<file path="src/rtl/temp_poll_sched.sv">
// temp_poll_sched: sequences read transactions to the I2C temperature engine.
// Periodic or on-demand requests go out over a req/ack/done handshake with a
// per-attempt timeout, bounded retries separated by a backoff gap, and the
// returned register is converted to a signed 0.5 degC temperature feeding an
// over-temperature alarm with hysteresis.
module temp_poll_sched #(
    parameter int unsigned       PERIOD_CYC  = 160000,
    parameter int unsigned       TIMEOUT_CYC = 4096,
    parameter int unsigned       MAX_RETRY   = 3,
    parameter int unsigned       BACKOFF_CYC = 16,
    parameter logic signed [8:0] T_OS        = 9'sd160,
    parameter logic signed [8:0] T_HYST      = 9'sd150
) (
    input  logic        clk,
    input  logic        rst_n,
    input  logic        enable,
    input  logic        trig,
    output logic        req,
    input  logic        ack,
    input  logic        done,
    input  logic        nack,
    input  logic [15:0] rd_data,
    output logic [8:0]  temp,
    output logic        temp_valid,
    output logic        alarm,
    output logic        err,
    output logic [15:0] sample_cnt
);

    localparam int unsigned PW = (PERIOD_CYC  > 1) ? $clog2(PERIOD_CYC)  : 1;
    localparam int unsigned TW = (TIMEOUT_CYC > 1) ? $clog2(TIMEOUT_CYC) : 1;
    localparam int unsigned BW = (BACKOFF_CYC > 1) ? $clog2(BACKOFF_CYC) : 1;
    localparam int unsigned RW = $clog2(MAX_RETRY + 1);

    localparam logic [PW-1:0] PERIOD_LAST  = PW'(PERIOD_CYC - 1);
    localparam logic [TW-1:0] TIMEOUT_LAST = TW'(TIMEOUT_CYC - 1);
    localparam logic [BW-1:0] BACKOFF_LAST = BW'(BACKOFF_CYC - 1);
    localparam logic [RW-1:0] RETRY_LIMIT  = RW'(MAX_RETRY);

    typedef enum logic [2:0] {
        S_IDLE,
        S_REQ,
        S_WAIT,
        S_CAPTURE,
        S_FAIL,
        S_BACKOFF
    } state_e;

    state_e            state_q,      state_d;
    logic [PW-1:0]     period_q,     period_d;
    logic [TW-1:0]     timeout_q,    timeout_d;
    logic [BW-1:0]     backoff_q,    backoff_d;
    logic [RW-1:0]     retry_q,      retry_d;
    logic              pending_q,    pending_d;
    logic              req_q,        req_d;
    logic [8:0]        temp_q,       temp_d;
    logic              temp_valid_q, temp_valid_d;
    logic              alarm_q,      alarm_d;
    logic              err_q,        err_d;
    logic [15:0]       sample_cnt_q, sample_cnt_d;

    logic              period_tick;
    logic              set_pending;
    logic [RW-1:0]     retry_inc;
    logic signed [8:0] temp_new;
    logic              rd_lsb_unused;

    // Register value {MSB, LSB}: integer degrees in the MSB, half degree in LSB bit 7.
    always_comb begin
        temp_new      = {rd_data[15:8], rd_data[7]};
        rd_lsb_unused = ^rd_data[6:0];
    end

    // Next-state logic: period timer, request queue and transaction sequencing.
    always_comb begin
        state_d      = state_q;
        period_d     = period_q;
        timeout_d    = timeout_q;
        backoff_d    = backoff_q;
        retry_d      = retry_q;
        req_d        = req_q;
        temp_d       = temp_q;
        temp_valid_d = 1'b0;
        alarm_d      = alarm_q;
        err_d        = err_q;
        sample_cnt_d = sample_cnt_q;
        period_tick  = 1'b0;
        retry_inc    = retry_q + RW'(1);

        if (!enable) begin
            period_d = '0;
        end else if (period_q == PERIOD_LAST) begin
            period_d    = '0;
            period_tick = 1'b1;
        end else begin
            period_d = period_q + PW'(1);
        end

        // A single flag: coincident or repeated requests collapse into one.
        set_pending = period_tick | (enable & trig);
        pending_d   = pending_q | set_pending;

        case (state_q)
            S_IDLE: begin
                retry_d = '0;
                req_d   = 1'b0;
                if (pending_q) begin
                    state_d   = S_REQ;
                    req_d     = 1'b1;
                    pending_d = set_pending;
                end
            end

            S_REQ: begin
                req_d = 1'b1;
                if (ack) begin
                    req_d     = 1'b0;
                    timeout_d = '0;
                    state_d   = S_WAIT;
                end
            end

            S_WAIT: begin
                timeout_d = timeout_q + TW'(1);
                if (done) begin
                    if (!nack) begin
                        // Result registers load on the done edge so temp,
                        // temp_valid, alarm and sample_cnt are all visible
                        // together in the CAPTURE cycle.
                        temp_d       = temp_new;
                        temp_valid_d = 1'b1;
                        sample_cnt_d = sample_cnt_q + 16'd1;
                        err_d        = 1'b0;
                        if (temp_new >= T_OS) begin
                            alarm_d = 1'b1;
                        end else if (temp_new < T_HYST) begin
                            alarm_d = 1'b0;
                        end
                        state_d = S_CAPTURE;
                    end else begin
                        state_d = S_FAIL;
                    end
                end else if (timeout_q == TIMEOUT_LAST) begin
                    state_d = S_FAIL;
                end
            end

            S_CAPTURE: begin
                retry_d = '0;
                state_d = S_IDLE;
            end

            S_FAIL: begin
                if (retry_inc == RETRY_LIMIT) begin
                    err_d   = 1'b1;
                    retry_d = '0;
                    state_d = S_IDLE;
                end else begin
                    retry_d   = retry_inc;
                    backoff_d = '0;
                    if (BACKOFF_CYC == 0) begin
                        req_d   = 1'b1;
                        state_d = S_REQ;
                    end else begin
                        state_d = S_BACKOFF;
                    end
                end
            end

            S_BACKOFF: begin
                backoff_d = backoff_q + BW'(1);
                if (backoff_q == BACKOFF_LAST) begin
                    backoff_d = '0;
                    req_d     = 1'b1;
                    state_d   = S_REQ;
                end
            end

            default: begin
                req_d   = 1'b0;
                state_d = S_IDLE;
            end
        endcase
    end

    // State and registered outputs; reset clears everything and drops req at once.
    always_ff @(posedge clk or negedge rst_n) begin
        if (!rst_n) begin
            state_q      <= S_IDLE;
            period_q     <= '0;
            timeout_q    <= '0;
            backoff_q    <= '0;
            retry_q      <= '0;
            pending_q    <= 1'b0;
            req_q        <= 1'b0;
            temp_q       <= '0;
            temp_valid_q <= 1'b0;
            alarm_q      <= 1'b0;
            err_q        <= 1'b0;
            sample_cnt_q <= '0;
        end else begin
            state_q      <= state_d;
            period_q     <= period_d;
            timeout_q    <= timeout_d;
            backoff_q    <= backoff_d;
            retry_q      <= retry_d;
            pending_q    <= pending_d;
            req_q        <= req_d;
            temp_q       <= temp_d;
            temp_valid_q <= temp_valid_d;
            alarm_q      <= alarm_d;
            err_q        <= err_d;
            sample_cnt_q <= sample_cnt_d;
        end
    end

    assign req        = req_q;
    assign temp       = temp_q;
    assign temp_valid = temp_valid_q;
    assign alarm      = alarm_q;
    assign err        = err_q;
    assign sample_cnt = sample_cnt_q;

endmodule

</file>
<file path="config.mk">
export PLATFORM = sky130hd
export DESIGN_NAME = temp_poll_sched
export DESIGN_NICKNAME = d
export VERILOG_FILES = /design/src/rtl/temp_poll_sched.sv
export SDC_FILE = /design/constraint.sdc
export NUM_CORES = 1
export LEC_CHECK = 0
export BUFFER_PORTS_ARGS = -buffer_cell sky130_fd_sc_hd__buf_2
export CORE_ASPECT_RATIO = 2
export CORE_MARGIN = 2
export CORE_UTILIZATION = 40
export CTS_CLUSTER_DIAMETER = 60
export DETAILED_ROUTE_END_ITERATION = 6
export PLACE_DENSITY_LB_ADDON = 0.2
export SETUP_SLACK_MARGIN = 0.05
export SLEW_MARGIN = 0
export SYNTH_ARGS = -nofsm -noshare
export SYNTH_HDL_FRONTEND = slang
export SYNTH_SLANG_ARGS = --single-unit
</file>
<file path="constraint.sdc">
create_clock -name clk -period 1.9 [get_ports clk]
set_input_delay 0 -clock clk [delete_from_list [all_inputs] [get_ports clk]]
set_output_delay 0 -clock clk [all_outputs]
set_load 0.01 [all_outputs]
</file>
Word-level counts from Yosys, hierarchy flattened
Cells that the tools add are included.
{ "classes": {"reduce_logical": 15, "n_lt_le_gt_ge": 2, "n_eq_ne": 17, "addsub": 5, "muxes": 34, "bitwise_logic": 5} }
{ "op_table": {"columns": ["cell", "n"], "rows": [
  ["2-to-1 mux 18 bit", 2],
  ["case mux 12 bit (2 select lines)", 1],
  ["2-to-1 mux 3 bit", 7],
  ["adder 18 x 1 -> 18 bit, second input constant", 1],
  ["== test 18 bit, second input constant", 1],
  ["adder 16 x 1 -> 16 bit, second input constant", 1],
  ["2-to-1 mux 1 bit", 15],
  ["case mux 3 bit (5 select lines)", 1],
  ["!= test 2 bit, second input constant", 7],
  ["adder 12 x 1 -> 12 bit, second input constant", 1],
  ["== test 12 bit, second input constant", 1],
  ["2-to-1 mux 12 bit", 1],
  ["AND reduction 4 bit", 3],
  ["nonzero test 2 bit", 5],
  [">= comparator 9 bit, second input constant", 1],
  ["< comparator 9 bit, second input constant", 1],
  ["2-to-1 mux 4 bit", 2],
  ["case mux 4 bit (2 select lines)", 1],
  ["== test 3 x 2 -> 1 bit, second input constant", 2],
  ["== test 3 bit, second input constant", 2],
  ["AND reduction 2 bit", 3],
  ["adder 4 x 1 -> 4 bit, second input constant", 1],
  ["== test 4 bit, second input constant", 1],
  ["case mux 1 bit (4 select lines)", 1],
  ["14 further kinds", 16]
]} }
{ "word_totals": {"word_cells": 90, "in_bits": 23, "output_inout_bits": 29, "register_bits": 69} }

Longest topological paths before layout
{ "logic_depth": {"ltp_word": 7, "depth_mapped": 7, "depth_no_buf": 5} }

Worst setup path after synthesis
OpenSTA, ideal clock, no wires.
{ "synth_timing": {"kind": "register -> register", "startpoint": "register state_q[0]", "endpoint": "register timeout_q[10]", "path_stages_with_launch": 6, "setup_slack_ps": 187, "arrival_time_ps": 1593, "required_ps": 1780, "path_buffers": 1, "synth_period_minus_slack_ps": 1713, "setup_time_ps": 120, "path_cell_list": "dfrtp_1 -> buf_6 -> or3b_4 -> or4_4 -> nand3_2 -> o21ai_2"} }
{ "synth_between": {"elab_chain_len": 3, "word_cells_on_any_way": 6, "cone_classes": "eq/ne (3); mux (1); reduce/logical (2)"} }
{ "synth_rtl": {"columns": ["element", "line", "source"], "rows": [
  ["from (decl)", "49", "state_e state_q, state_d;"],
  ["from (signal assigned)", "202", "state_q <= state_d;"],
  ["== test 3 x 1 -> 1 bit or == test 3 x 2 -> 1 bit (tied branches)", "103", "case (state_q)"],
  ["!= test 2 bit (no source line) or nonzero test 2 bit (tied branches)", null, null],
  ["AND reduction 2 bit (no source line)", null, null],
  ["to (signal assigned)", "204", "timeout_q <= timeout_d;"],
  ["to (decl)", "51", "logic [TW-1:0] timeout_q, timeout_d;"]
]} }
Several ways; a longest one is shown, not always the timed one.
A chain may end at the register's enable or synchronous reset.

Final worst setup path
{ "layout_timing": {"startpoint": "register state_q[2]", "endpoint": "register timeout_q[10]"} }
The elaborated chain is that of the path after synthesis.

==> impl_metrics.toml <==
[clock_tree]
root_buffer = "clkbuf_16"
ctsHoldBuffers = 11
h-tree-depth = 3
clk_pin_slew_ns = 0.05
tritoncts = "built"
cts_sinks = 69
cts_buffers = 9
postCtsSetupRepairBufs = 0
clockBufferDepth = 2
clock_latency_ns = 0.33
cts-resized-gates = 0

[worst_setup_path]
cp_slowest_cell = "or4_4"
reg2reg_slack_ns = 0.19
critical-path-max-stage-delay_ns = 0.57
start_kind = "register"
crit_fanout = 6
cp.arrival_ns = 1.93
worstSetupPathType = "reg -> reg"
cp.required_ns = 2.12
path_cells = "or3b_4, or4_4, nand3_2, o21ai_2"
cp-end-kind = "register"

[sta]
setup_tns_ns = 0
relSlewSlack_pct = 68.9
skew_ns = 0.00880
period_share_pct = 90.2
setup_viol = 0
setup_slack_ns = 0.186
hold_violations = 0
fmax_mhz = 583
tightest_slew_ns = 0.467
rsz0062_at_grt = "false"
post-route-min-period_ns = 1.71
maxSlewViolCount = 0

[route]
via_per_inst = 5.36
drt_iter0_drc = 106
final_antenna_net_count = 0
wl_per_cell_um = 14.9
dr.pass1.iters = 4
drc_errors = 0
route.vias.total = 2794
wl_um = 7780

[cells_and_area]
final_net_count = 446
fin_cells = 521
final_common_cell = "dfrtp_1"
syn2layout_area_growth_pct = 25.2
antennaDiodeCount = 0
drive_gt1_share_pct = 21.0
finish.utilization_pct = 51.4
final_cell_mix = "dfrtp_1, nand2_1, buf_2, nor2_1"

[floorplan]
design.die.area_um2 = 9300
initial_core_util_pct = 41.0
die_x_um = 69.2
core_area_um2 = 8290
fp.dieH_um = 134
row_count = 47
ioPinCount = 52

[power_and_ir_drop]
ir_drop_v = 0.000724
power_density_nw_per_um2 = 1130
p_leak_nw = 2.08
finalPower_mw = 4.80

[placed_design]
place_inst = 495
dp_hpwl_um = 5640
io_buffers = 44
gp_congestion = 0.807
pre_cts_slack_ns = 0.187

[synth]
synth_ff_type = "dfrtp_1"
ys_top_cells_by_area = "dfrtp_1, nand2_1, xor2_1"
async_reset_ff_share_pct = 100
synth_top_area_cell = "dfrtp_1"
synth_top_area_share_pct = 50.8
synth_seq_cells = 69
avgSynthCellArea_um2 = 9.83
syn_nets = 373
synthCells = 346
synth_warnings = 0
syn_area_um2 = 3400
synth_edf_count = 0
yosysSeqAreaShare_pct = 50.8
yosysUniqueCellTypes = 52

[global_routing]
grt_max_degree = 37
antenna_found_initial = 0
gr-total-overflow = 0
grt_pass1_wl_um = 13400
grt_pass1_vias = 2790
track_usage_pct = 18.3

[status]
status = "complete, no violations"

[hold_path]
hold_class = "in -> reg"

[job]
max_cap_viol_count = 0
==> area by class of cell <==
class                   count  area (um^2)
fillers                   785         4030
flip-flops and latches     69         1730
repair buffers             74          498
multi-input cells         254         1570
clock inverters             4         47.5
well taps                  98          123
inverters                  11         41.3
clock buffers              11          253
==> worst max-delay path, delay by kind of cell, from the launching register on <==
family           cells  cell delay (ns)
flip-flops           1             0.44
AO/OA/AOI/OAI        1             0.05
AND/OR/NAND/NOR      3             1.11
==> synthesized netlist by cell type (3+ instances only) <==
master,count
a21oi_1,10
o21ai_0,17
o22ai_1,4
nand3_1,17
ha_1,4
clkbuf_1,4
o31ai_1,6
or3_1,4
xnor2_1,10
inv_1,11
dfrtp_1,69
mux2i_1,5
nand2b_1,5
a31oi_1,3
nor4_1,3
nand2_1,53
and3_1,7
xor2_1,16
a32o_1,3
buf_2,4
nand4_1,9
a22o_1,3
nor2_1,24
nor2b_1,5
and2_1,6
nor3_1,9
==> cells by family after synthesis <==
group | share of synthesized area (%)
and+or+nand+nor | 25.2
DFF | 50.8
AOI/OAI and AO/OA | 10.7
xor gates and xnor gates | 6.69
buffers and inverters | 3.09
muxes | 2.13
adders and majority gates | 1.47
==> flip-flops by register name, summed over array words and instances (netlist names) <==
name / cells
temp_valid: 1
req: 1
period_q: 18
retry_q: 2
sample_cnt: 16
pending_q: 1
err: 1
state_q: 3
backoff_q: 4
timeout_q: 12
temp: 9
alarm: 1
==> through the flow <==
| step | hold WS, ns | area, um^2 |
|---|---|---|
| floorplan | -0.296 | 3400 |
| global placement | -0.0182 | 3850 |
| detailed placement | -0.0165 | 3850 |
| CTS | 0.0113 | 4260 |
| global route | 0.0301 | 4260 |
| finish | 0.0189 | 4260 |
==> metal layers <==
metal,routed length (um),vias up,track usage (%)
li1,-,1368,-
met1,3030,1364,19.9
met2,4330,51,33.1
met3,274,11,4.88
met4,146,0,7.52
met5,0,-,0
==> worst paths after layout <==
path                           startpoint             end  cells past startpoint
min in group asynchronous           rst_n    period_q[16]                      2
max in group asynchronous           rst_n     period_q[3]                      3
setup reg to reg               state_q[2]   timeout_q[10]                      4
hold reg to reg            sample_cnt[15]  sample_cnt[15]                      1
setup / recovery               state_q[2]   timeout_q[10]                      4
hold / removal                       trig       pending_q                      3
==> power by group <==
group	internal (mW)	switching (mW)
clock	1.07	0.601
sequential	1.70	0.208
combinational	0.565	0.652
total	3.34	1.46
Power figures use the tool's default switching activity.
